### src/rtl/dmem_arbiter_if.sv
// Requester and memory-side signal bundle for dmem_arbiter.
// The slave modport is the arbiter's view; the master modport is the environment's view.
interface dmem_arbiter_if;
  logic        req0, we0, gnt0, rvalid0;
  logic [31:0] addr0, wdata0;
  logic        req1, we1, gnt1, rvalid1;
  logic [31:0] addr1, wdata1;
  logic [31:0] rdata;
  logic        addr_err;
  logic        MemWrite, MemRead;
  logic [31:0] Addr, Wdata, Rdata;

  modport slave (
    input  req0, we0, addr0, wdata0, req1, we1, addr1, wdata1, Rdata,
    output gnt0, rvalid0, gnt1, rvalid1, rdata, addr_err,
           MemWrite, MemRead, Addr, Wdata
  );

  modport master (
    output req0, we0, addr0, wdata0, req1, we1, addr1, wdata1, Rdata,
    input  gnt0, rvalid0, gnt1, rvalid1, rdata, addr_err,
           MemWrite, MemRead, Addr, Wdata
  );
endinterface

### src/rtl/dmem_arbiter.sv
// Two-port arbiter/sequencer for a single-port, combinational-read data memory.
// Each access takes one IDLE arbitration cycle plus one ISSUE cycle; read data returns registered.
module dmem_arbiter #(
  parameter int DEPTH      = 128,
  parameter int FIXED_PRIO = 1,
  parameter int MAX_WAIT   = 4
) (
  input  logic           clk,
  input  logic           rst_n,
  dmem_arbiter_if.slave  bus
);
  localparam int WW = ($clog2(MAX_WAIT + 1) > 3) ? $clog2(MAX_WAIT + 1) : 3;
  localparam logic [WW-1:0] WMAX = WW'(MAX_WAIT);

  localparam logic [0:0] S_IDLE  = 1'b0;
  localparam logic [0:0] S_ISSUE = 1'b1;

  logic [0:0]    state_q, state_d;
  logic          win_q, win_d;
  logic          we_q, we_d;
  logic [31:0]   addr_q, addr_d;
  logic [31:0]   wdata_q, wdata_d;
  logic          inr_q, inr_d;
  logic [WW-1:0] wait_q, wait_d;
  logic          last_q, last_d;
  logic [31:0]   rdata_q, rdata_d;
  logic          rv0_q, rv0_d;
  logic          rv1_q, rv1_d;
  logic          err_q, err_d;
  logic          pick;
  logic          issue;

  always_comb begin
    state_d = state_q;
    win_d   = win_q;
    we_d    = we_q;
    addr_d  = addr_q;
    wdata_d = wdata_q;
    inr_d   = inr_q;
    wait_d  = wait_q;
    last_d  = last_q;
    rdata_d = rdata_q;
    rv0_d   = 1'b0;
    rv1_d   = 1'b0;
    err_d   = err_q;
    pick    = 1'b0;
    case (state_q)
      S_IDLE: begin
        if (bus.req0 || bus.req1) begin
          // Ties: fixed priority with a starvation override, or alternate against the last grant.
          if (bus.req0 && bus.req1)
            pick = (FIXED_PRIO != 0) ? (wait_q == WMAX) : ~last_q;
          else
            pick = bus.req1;
          state_d = S_ISSUE;
          win_d   = pick;
          last_d  = pick;
          we_d    = pick ? bus.we1    : bus.we0;
          addr_d  = pick ? bus.addr1  : bus.addr0;
          wdata_d = pick ? bus.wdata1 : bus.wdata0;
          inr_d   = (addr_d < 32'(DEPTH));
          if (pick)
            wait_d = '0;
          else if (bus.req1 && (wait_q != WMAX))
            wait_d = wait_q + WW'(1);
        end
      end
      S_ISSUE: begin
        state_d = S_IDLE;
        if (!we_q) begin
          rdata_d = inr_q ? bus.Rdata : '0;
          rv0_d   = ~win_q;
          rv1_d   = win_q;
        end
        if (!inr_q)
          err_d = 1'b1;
      end
      default: state_d = S_IDLE;
    endcase
  end

  always_ff @(posedge clk or negedge rst_n) begin
    if (!rst_n) begin
      state_q <= S_IDLE;
      win_q   <= 1'b0;
      we_q    <= 1'b0;
      addr_q  <= '0;
      wdata_q <= '0;
      inr_q   <= 1'b0;
      wait_q  <= '0;
      last_q  <= 1'b0;
      rdata_q <= '0;
      rv0_q   <= 1'b0;
      rv1_q   <= 1'b0;
      err_q   <= 1'b0;
    end else begin
      state_q <= state_d;
      win_q   <= win_d;
      we_q    <= we_d;
      addr_q  <= addr_d;
      wdata_q <= wdata_d;
      inr_q   <= inr_d;
      wait_q  <= wait_d;
      last_q  <= last_d;
      rdata_q <= rdata_d;
      rv0_q   <= rv0_d;
      rv1_q   <= rv1_d;
      err_q   <= err_d;
    end
  end

  assign issue        = (state_q == S_ISSUE);
  assign bus.gnt0     = issue & ~win_q;
  assign bus.gnt1     = issue &  win_q;
  assign bus.MemWrite = issue &  we_q & inr_q;
  assign bus.MemRead  = issue & ~we_q & inr_q;
  assign bus.Addr     = issue ? addr_q  : '0;
  assign bus.Wdata    = issue ? wdata_q : '0;
  assign bus.rvalid0  = rv0_q;
  assign bus.rvalid1  = rv1_q;
  assign bus.rdata    = rdata_q;
  assign bus.addr_err = err_q;
endmodule

### src/flat_wrapper.sv
// flat-port wrapper written by rule: the top's interface ports become plain ports
module dmem_arbiter_flat 
#(
  parameter int DEPTH      = 128,
  parameter int FIXED_PRIO = 1,
  parameter int MAX_WAIT   = 4
)
  (clk, rst_n, bus_req0, bus_we0, bus_addr0, bus_wdata0, bus_req1, bus_we1, bus_addr1, bus_wdata1, bus_Rdata, bus_gnt0, bus_rvalid0, bus_gnt1, bus_rvalid1, bus_rdata, bus_addr_err, bus_MemWrite, bus_MemRead, bus_Addr, bus_Wdata);
  dmem_arbiter_if bus_i ();
  input  logic clk;
  input  logic rst_n;
  input wire logic [$bits(bus_i.req0)-1:0] bus_req0;
  input wire logic [$bits(bus_i.we0)-1:0] bus_we0;
  input wire logic [$bits(bus_i.addr0)-1:0] bus_addr0;
  input wire logic [$bits(bus_i.wdata0)-1:0] bus_wdata0;
  input wire logic [$bits(bus_i.req1)-1:0] bus_req1;
  input wire logic [$bits(bus_i.we1)-1:0] bus_we1;
  input wire logic [$bits(bus_i.addr1)-1:0] bus_addr1;
  input wire logic [$bits(bus_i.wdata1)-1:0] bus_wdata1;
  input wire logic [$bits(bus_i.Rdata)-1:0] bus_Rdata;
  output wire logic [$bits(bus_i.gnt0)-1:0] bus_gnt0;
  output wire logic [$bits(bus_i.rvalid0)-1:0] bus_rvalid0;
  output wire logic [$bits(bus_i.gnt1)-1:0] bus_gnt1;
  output wire logic [$bits(bus_i.rvalid1)-1:0] bus_rvalid1;
  output wire logic [$bits(bus_i.rdata)-1:0] bus_rdata;
  output wire logic [$bits(bus_i.addr_err)-1:0] bus_addr_err;
  output wire logic [$bits(bus_i.MemWrite)-1:0] bus_MemWrite;
  output wire logic [$bits(bus_i.MemRead)-1:0] bus_MemRead;
  output wire logic [$bits(bus_i.Addr)-1:0] bus_Addr;
  output wire logic [$bits(bus_i.Wdata)-1:0] bus_Wdata;
  assign bus_i.req0 = bus_req0;
  assign bus_i.we0 = bus_we0;
  assign bus_i.addr0 = bus_addr0;
  assign bus_i.wdata0 = bus_wdata0;
  assign bus_i.req1 = bus_req1;
  assign bus_i.we1 = bus_we1;
  assign bus_i.addr1 = bus_addr1;
  assign bus_i.wdata1 = bus_wdata1;
  assign bus_i.Rdata = bus_Rdata;
  assign bus_gnt0 = bus_i.gnt0;
  assign bus_rvalid0 = bus_i.rvalid0;
  assign bus_gnt1 = bus_i.gnt1;
  assign bus_rvalid1 = bus_i.rvalid1;
  assign bus_rdata = bus_i.rdata;
  assign bus_addr_err = bus_i.addr_err;
  assign bus_MemWrite = bus_i.MemWrite;
  assign bus_MemRead = bus_i.MemRead;
  assign bus_Addr = bus_i.Addr;
  assign bus_Wdata = bus_i.Wdata;
  dmem_arbiter #(.DEPTH(DEPTH), .FIXED_PRIO(FIXED_PRIO), .MAX_WAIT(MAX_WAIT)) u_core (.clk(clk), .rst_n(rst_n), .bus(bus_i));
endmodule
### config.mk
export PLATFORM = sky130hd
export DESIGN_NAME = dmem_arbiter_flat
export DESIGN_NICKNAME = d
export VERILOG_FILES = /design/src/rtl/dmem_arbiter_if.sv /design/src/rtl/dmem_arbiter.sv /design/src/flat_wrapper.sv
export SDC_FILE = /design/constraint.sdc
export NUM_CORES = 1
export LEC_CHECK = 0
export CORE_MARGIN = 8
export CORE_UTILIZATION = 44
export DETAILED_ROUTE_END_ITERATION = 10
export PLACE_DENSITY = 0.95
export SETUP_SLACK_MARGIN = 0.4
export SYNTH_ARGS = -nofsm -noshare
export SYNTH_HDL_FRONTEND = slang
export SYNTH_SLANG_ARGS = --single-unit
### constraint.sdc
create_clock -name clk -period 2.8 [get_ports clk]
set_input_delay 0.56 -clock clk [delete_from_list [all_inputs] [get_ports clk]]
set_output_delay 0.56 -clock clk [all_outputs]
set_load 0.02 [all_outputs]
==> results of run 1 <==
-- critical path, cell delays in order (launching register included) --
cell and delay, ns:
dfrtp_4 0.48, buf_12 0.18, and2_1 0.14, clkdlybuf4s50_1 0.62
-- per-stage QoR --
step                area (um2)  hold WS (ns)  instances  power [W]  utilization (%)
global route              8430         0.246        961    0.00464             70.5
global placement          8070         0.440        943    0.00323             67.5
finish                    8430         0.209        961    0.00440             70.5
CTS                       8370         0.229        961    0.00446             70.0
floorplan                 5360         0.264        556    0.00260                -
detailed placement        8070         0.443        943    0.00327             67.5
-- final cells by class --
class | instances | area (um2)
Clock buffer | 11 | 253
Timing Repair Buffer | 286 | 2940
Multi-Input combinational cell | 403 | 2360
Clock inverter | 2 | 15.0
Sequential cell | 106 | 2660
Fill cell | 897 | 3530
Inverter | 6 | 22.5
Tap cell | 147 | 184
-- logic make-up (layout without fill, tap and decap cells) --
| logic type | count (synthesis) | in the layout | synth area share (%) |
|---|---|---|---|
| compound gates | 105 | 105 | 10.5 |
| fa+ha+maj | 2 | 2 | 0.467 |
| buf+inv | 47 | 305 | 6.61 |
| flops | 106 | 106 | 49.5 |
| mux | 64 | 64 | 12.0 |
| simple gates | 232 | 232 | 20.9 |
-- what timing repair did --
item / 4_1_cts / 5_1_grt
hold endpoints to repair: 0 / 0
endpoints found under the setup margin: 52 / 25
setup buffers: 5 / 0
resized for setup: 8 / 25
-- power groups by stage --
stage	Clock, W	Sequential [W]	Combinational (W)
floorplan	0	0.00185	0.000757
global placement	0	0.00188	0.00134
detailed placement	0	0.00190	0.00138
CTS	0.00120	0.00187	0.00139
global route	0.00127	0.00189	0.00148
finish	0.00117	0.00187	0.00136
-- sequential cells by signal (all words and copies together) (netlist names) --
register and flops:
u_core.addr_q 32, u_core.bus.addr_err 1, u_core.bus.rdata 32, u_core.bus.rvalid0 1, u_core.bus.rvalid1 1, u_core.inr_q 1, u_core.issue 1, u_core.wait_q 3
u_core.wdata_q 32, u_core.we_q 1, u_core.win_q 1
-- path summary, 6_finish.rpt --
kind | from | end | slack (ns) | depth (start not counted)
hold reg to reg | u_core.bus.addr_err | u_core.bus.addr_err | 0.46 | 1
min in group clk | u_core.bus.addr_err | u_core.bus.addr_err | 0.46 | 1
max in group asynchronous | rst_n | u_core.wdata_q[21] | 1.89 | 2
setup / recovery | u_core.issue | bus_Wdata[18] | 0.48 | 3
setup reg to reg | u_core.wait_q[0] | u_core.addr_q[13] | 0.85 | 7
hold / removal | rst_n | u_core.wdata_q[9] | 0.21 | 1
-- placed cells by master, fill, tap and decap left out, types with 3 or more instances in the layout --
cell type          n
nand2_1          133
nor2_1             6
mux2i_1           64
inv_1              6
clkbuf_16          9
clkdlybuf4s50_1  235
o21ai_2            3
dfrtp_1          105
buf_12             6
o21ai_0           33
and2_1            65
nor4_1            12
dlygate4sd2_1      7
nand4_1            3
dlymetal6s2s_1    25
buf_4             13
o21ai_1           62
-- per-layer routing --
metal	up-vias	global-route usage, %	share of wire [%]
met3	30	6.41	7.9
met5	-	0	0.073
li1	2367	-	-
met2	193	38.1	50
met4	2	8.14	2.2
met1	2326	25.3	39
==> results.cfg, run 1 <==
[pwr]
leakage_nw = 4.12
clkPwrFrac_pct = 26.6
power.net_switching_w = 0.00133
power.density_nw_per_um2 = 522
irDropWorstVdd_v = 0.000334
p_int_w = 0.00307
p_seq_share_pct = 42.4
pwr-share-comb_pct = 31.0
p_sw_share_pct = 30.3

[route]
dr.pass1.iters = 4
drc = 0
wl_um = 17900
post_drt_wl_per_cell_um = 18.6
ant_nets = 0
initialDrtViolationCount = 238
routed_via_density = 5.12
dr_total_vias = 4918

[clock_tree]
worstSkewPairLatency_ns = 0.34
h-tree-depth = 3
cts_buffers = 9
cts_tree = built
cts_sinks = 106
holdBufCountCts = 0
cts_max_path_buffers = 2
clk_pin_slew_ns = 0.07
clockRootBuffer = clkbuf_16

[floorplanning]
die_x_um = 126
floorplan.initialDensity_pct = 44.8
die-area_um2 = 16000
coreArea_um2 = 12000
fp-row-count = 40
die_h_um = 126
pin_count = 269

[global_route]
antenna_found_initial = 1
grt_max_degree = 67
grt_pass1_vias = 5174
overflow = 0
grtUsageTotal_pct = 22.0
grt_first_pass_wirelength_um = 27700

[timing]
tightest_slew_ns = 0.653
rsz0062_at_grt = no
drv_slew = 0
clock.fmax_mhz = 432
fin_setup_tns_ns = 0
fin_ws_ns = 0.483
finClkSkew_ns = 0.00873
setup_viol = 0
finalCritPeriodShare_pct = 82.7
hold_viol_final = 0
period_needed_ns = 2.32
slew_headroom_pct = 56.4

[placed_design]
pre_cts_slack_ns = 0.447
place.gp.congestion = 0.885
portBuffers = 268
dpl.hpwl_um = 13900

[finish]
area.growth.synth_to_final_pct = 57.3
layout-drive-gt1-share_pct = 5.04
antennaDiodeCount = 0
layout.nets = 980

[setup_path]
start_kind = register
worstSetupPathType = reg -> out
critPathArrivalTime_ns = 1.76
cp_max_fo = 33
critPathRequiredTime_ns = 2.24
cp-end-kind = output port

[yosys]
synth_common_cells = nand2_1 (133), dfrtp_1 (106), and2_1 (65)
ys_ff_latch = 106
synth.cell_area_um2 = 5360
synthTopCellsByArea = dfrtp_1 (49%), mux2i_1 (12%), nand2_1 (9.3%)
ys_types = 33
synth-main-ff-cell = dfrtp_1
synth_edf_count = 0
ys_seq_area_share_pct = 49.5
async_reset_ff_share_pct = 100
syn_avg_cell_area_um2 = 9.64
yosysTopAreaCellShare_pct = 49.5
yosysMostFrequentCell = nand2_1
synth_top_cell_by_area = dfrtp_1
ys.warnings.count = 0
syn_nets = 724
synthCells = 556

[outcome]
status = finished, final reports clean

[worst_hold_path]
hold_class = in -> async

[run]
cap_violations = 0
Note: power is estimated with default switching activity, not from simulation.
==> inputs of run 2 (changes only) <==
--- a/config.mk
+++ b/config.mk
@@ -6,9 +6,9 @@
 export NUM_CORES = 1
 export LEC_CHECK = 0
 export CORE_MARGIN = 8
-export CORE_UTILIZATION = 44
+export CORE_UTILIZATION = 37
 export DETAILED_ROUTE_END_ITERATION = 10
-export PLACE_DENSITY = 0.95
+export PLACE_DENSITY = 0.89
 export SETUP_SLACK_MARGIN = 0.4
 export SYNTH_ARGS = -nofsm -noshare
 export SYNTH_HDL_FRONTEND = slang
==> constraint.sdc (replaced) <==
create_clock -name clk -period 2 [get_ports clk]
set_input_delay 0.4 -clock clk [delete_from_list [all_inputs] [get_ports clk]]
set_output_delay 0.4 -clock clk [all_outputs]
set_load 0.02 [all_outputs]
==> run 2 against run 1 <==
  * Core utilization decreased by 10 points
  * Clock skew decreased by 0.0017 ns
  * Critical path depth grew 1
  * Register-to-register slack worse by 0.43 ns
  * Worst hold slack gained 0.25 ns
  * First-iteration DRC count decreased by 1.7%
  * Combinational power grew 54%
  * Flip-flop and latch count unchanged
  * Global-route usage down 3.9 points
  * Non-clock buffer count increased by 18
==> results.cfg, run 2 (synthesized netlist as in run 1, its figures left out) <==
[timing]
rsz0062_at_grt = yes
finClkSkew_ns = 0.00704
setup_viol = 0
finalCritPeriodShare_pct = 91.2
slew_headroom_pct = 68.5
clock.fmax_mhz = 548
period_needed_ns = 1.82
drv_slew = 0
hold_viol_final = 0
tightest_slew_ns = 0.469
fin_hold_ws_ns = 0.455

[pwr]
power_w = 0.00659
power.density_nw_per_um2 = 764
irDropWorstVdd_v = 0.000392
leakage_nw = 4.14

[global_route]
grt_max_degree = 67
grtUsageTotal_pct = 18.1
grt_pass1_vias = 4999
grt_first_pass_wirelength_um = 26400
overflow = 0
antenna_found_initial = 0

[worst_hold_path]
hold_class = reg -> reg

[setup_path]
critPathRequiredTime_ns = 1.60
critPathMaxStageDelay_ns = 0.49
cp_max_fo = 8
cp-end-kind = output port
start_kind = register
worstSetupPathType = reg -> out
critPathArrivalTime_ns = 1.42
critical_path.cell_chain = buf_12, clkbuf_16, and2_1, buf_6
cp_slowest_cell = dfrtp_2

[placed_design]
dp_cells = 991
place_area_um2 = 8240
place.gp.congestion = 0.889
portBuffers = 268
dpl.hpwl_um = 13600

[route]
routed_via_density = 4.83
wl_um = 18400
drc = 0
dr_total_vias = 4925
initialDrtViolationCount = 234
ant_nets = 0
dr.pass1.iters = 4
post_drt_wl_per_cell_um = 18.1

[finish]
antennaDiodeCount = 0
final_area_um2 = 8630
layout_commonest_cell = clkdlybuf4s50_1
layout.nets = 999
nFillCells = 1239
final_cell_mix = clkdlybuf4s50_1 (163), nand2_1 (133), dfrtp_1 (105), o21ai_1 (62), and2_1 (58)
area.growth.synth_to_final_pct = 61.0
post-route-util_pct = 60.0
layout-drive-gt1-share_pct = 17.7
fin_cells = 1019

[floorplanning]
die_h_um = 136
pin_count = 269
coreArea_um2 = 14400
die-area_um2 = 18600
floorplan.initialDensity_pct = 37.3
die_x_um = 136
fp-row-count = 44

[outcome]
status = finished, final reports clean

[clock_tree]
h-tree-depth = 3
clk_pin_slew_ns = 0.07
cts_max_path_buffers = 2
cts_tree = built
cts_buffers = 9
cts_sinks = 106
clockRootBuffer = clkbuf_16
worstSkewPairLatency_ns = 0.35

[run]
cap_violations = 0
## run 2: cell count changes in the layout (fill, tap and decap cells not counted), sizes merged, moves of 2 or more
cell,previous run,this run
buf,19,95
clkbuf,11,14
dlymetal6s2s,25,1
dlygate4sd2,7,35
bufinv,0,2
clkdlybuf4s15,0,6
clkdlybuf4s50,235,163
## run 2: path summary, 6_finish.rpt
| check | startpoint | end | slack (ns) | cells after the start |
|---|---|---|---|---|
| min in group asynchronous | rst_n | u_core.bus.rdata[24] | 0.53 | 2 |
| min reg2reg | u_core.bus.addr_err | u_core.bus.addr_err | 0.46 | 1 |
| max | u_core.issue | bus_Addr[18] | 0.18 | 4 |
| min | u_core.bus.addr_err | u_core.bus.addr_err | 0.46 | 1 |
| max reg2reg | u_core.wait_q[0] | u_core.wdata_q[2] | 0.42 | 7 |
| max in group asynchronous | rst_n | u_core.wdata_q[30] | 0.89 | 3 |
## run 2: report_power, final
| part | total [W] | switching, W | internal, W |
|---|---|---|---|
| sequential | 0.00260 | 0.000164 | 0.00243 |
| clock | 0.00190 | 0.000799 | 0.00110 |
| combinational | 0.00209 | 0.00104 | 0.00106 |
| total | 0.00659 | 0.00200 | 0.00459 |
## run 2: cell type report
| class | instances | area, um2 | area share (%) |
|---|---|---|---|
| inverter | 6 | 22.5 | 0.261 |
| sequential | 106 | 2650 | 30.8 |
| clock buffer | 11 | 233 | 2.70 |
| clock inverter | 4 | 76.3 | 0.885 |
| timing repair buffer | 304 | 2950 | 34.2 |
| multi-input combinational | 404 | 2460 | 28.5 |
| tap | 184 | 230 | 2.67 |
## run 2: worst max-delay path: cells and delay by family, from the launching register on
kind	cells	cell delay, ns
buffers and inverters	3	0.44
AND/OR/NAND/NOR	1	0.15
flip-flops	1	0.49
## run 2: metrics by stage
stage               setup TNS, ns  worst slack, ns
finish                          0            0.176
global route                    0            0.140
CTS                             0            0.196
detailed placement      -0.000720        -0.000720
global placement                0          0.00186
floorplan                       0            0.404
## run 2: repair_timing
action	in CTS	in global routing
pin swaps	4	6
buffers inserted	3	4
hold endpoints to repair	28	0
gates resized for setup	298	66
gates cloned	0	5
hold buffers	1	0
setup endpoints to repair	169	144
## run 2: metal layers
layer | wire length (um) | vias to the layer above | GRT usage [%]
li1 | - | 2423 | -
met1 | 7320 | 2308 | 21.3
met2 | 9410 | 172 | 31.3
met3 | 1390 | 22 | 5.43
met4 | 293 | 0 | 4.88
met5 | 0 | - | 0
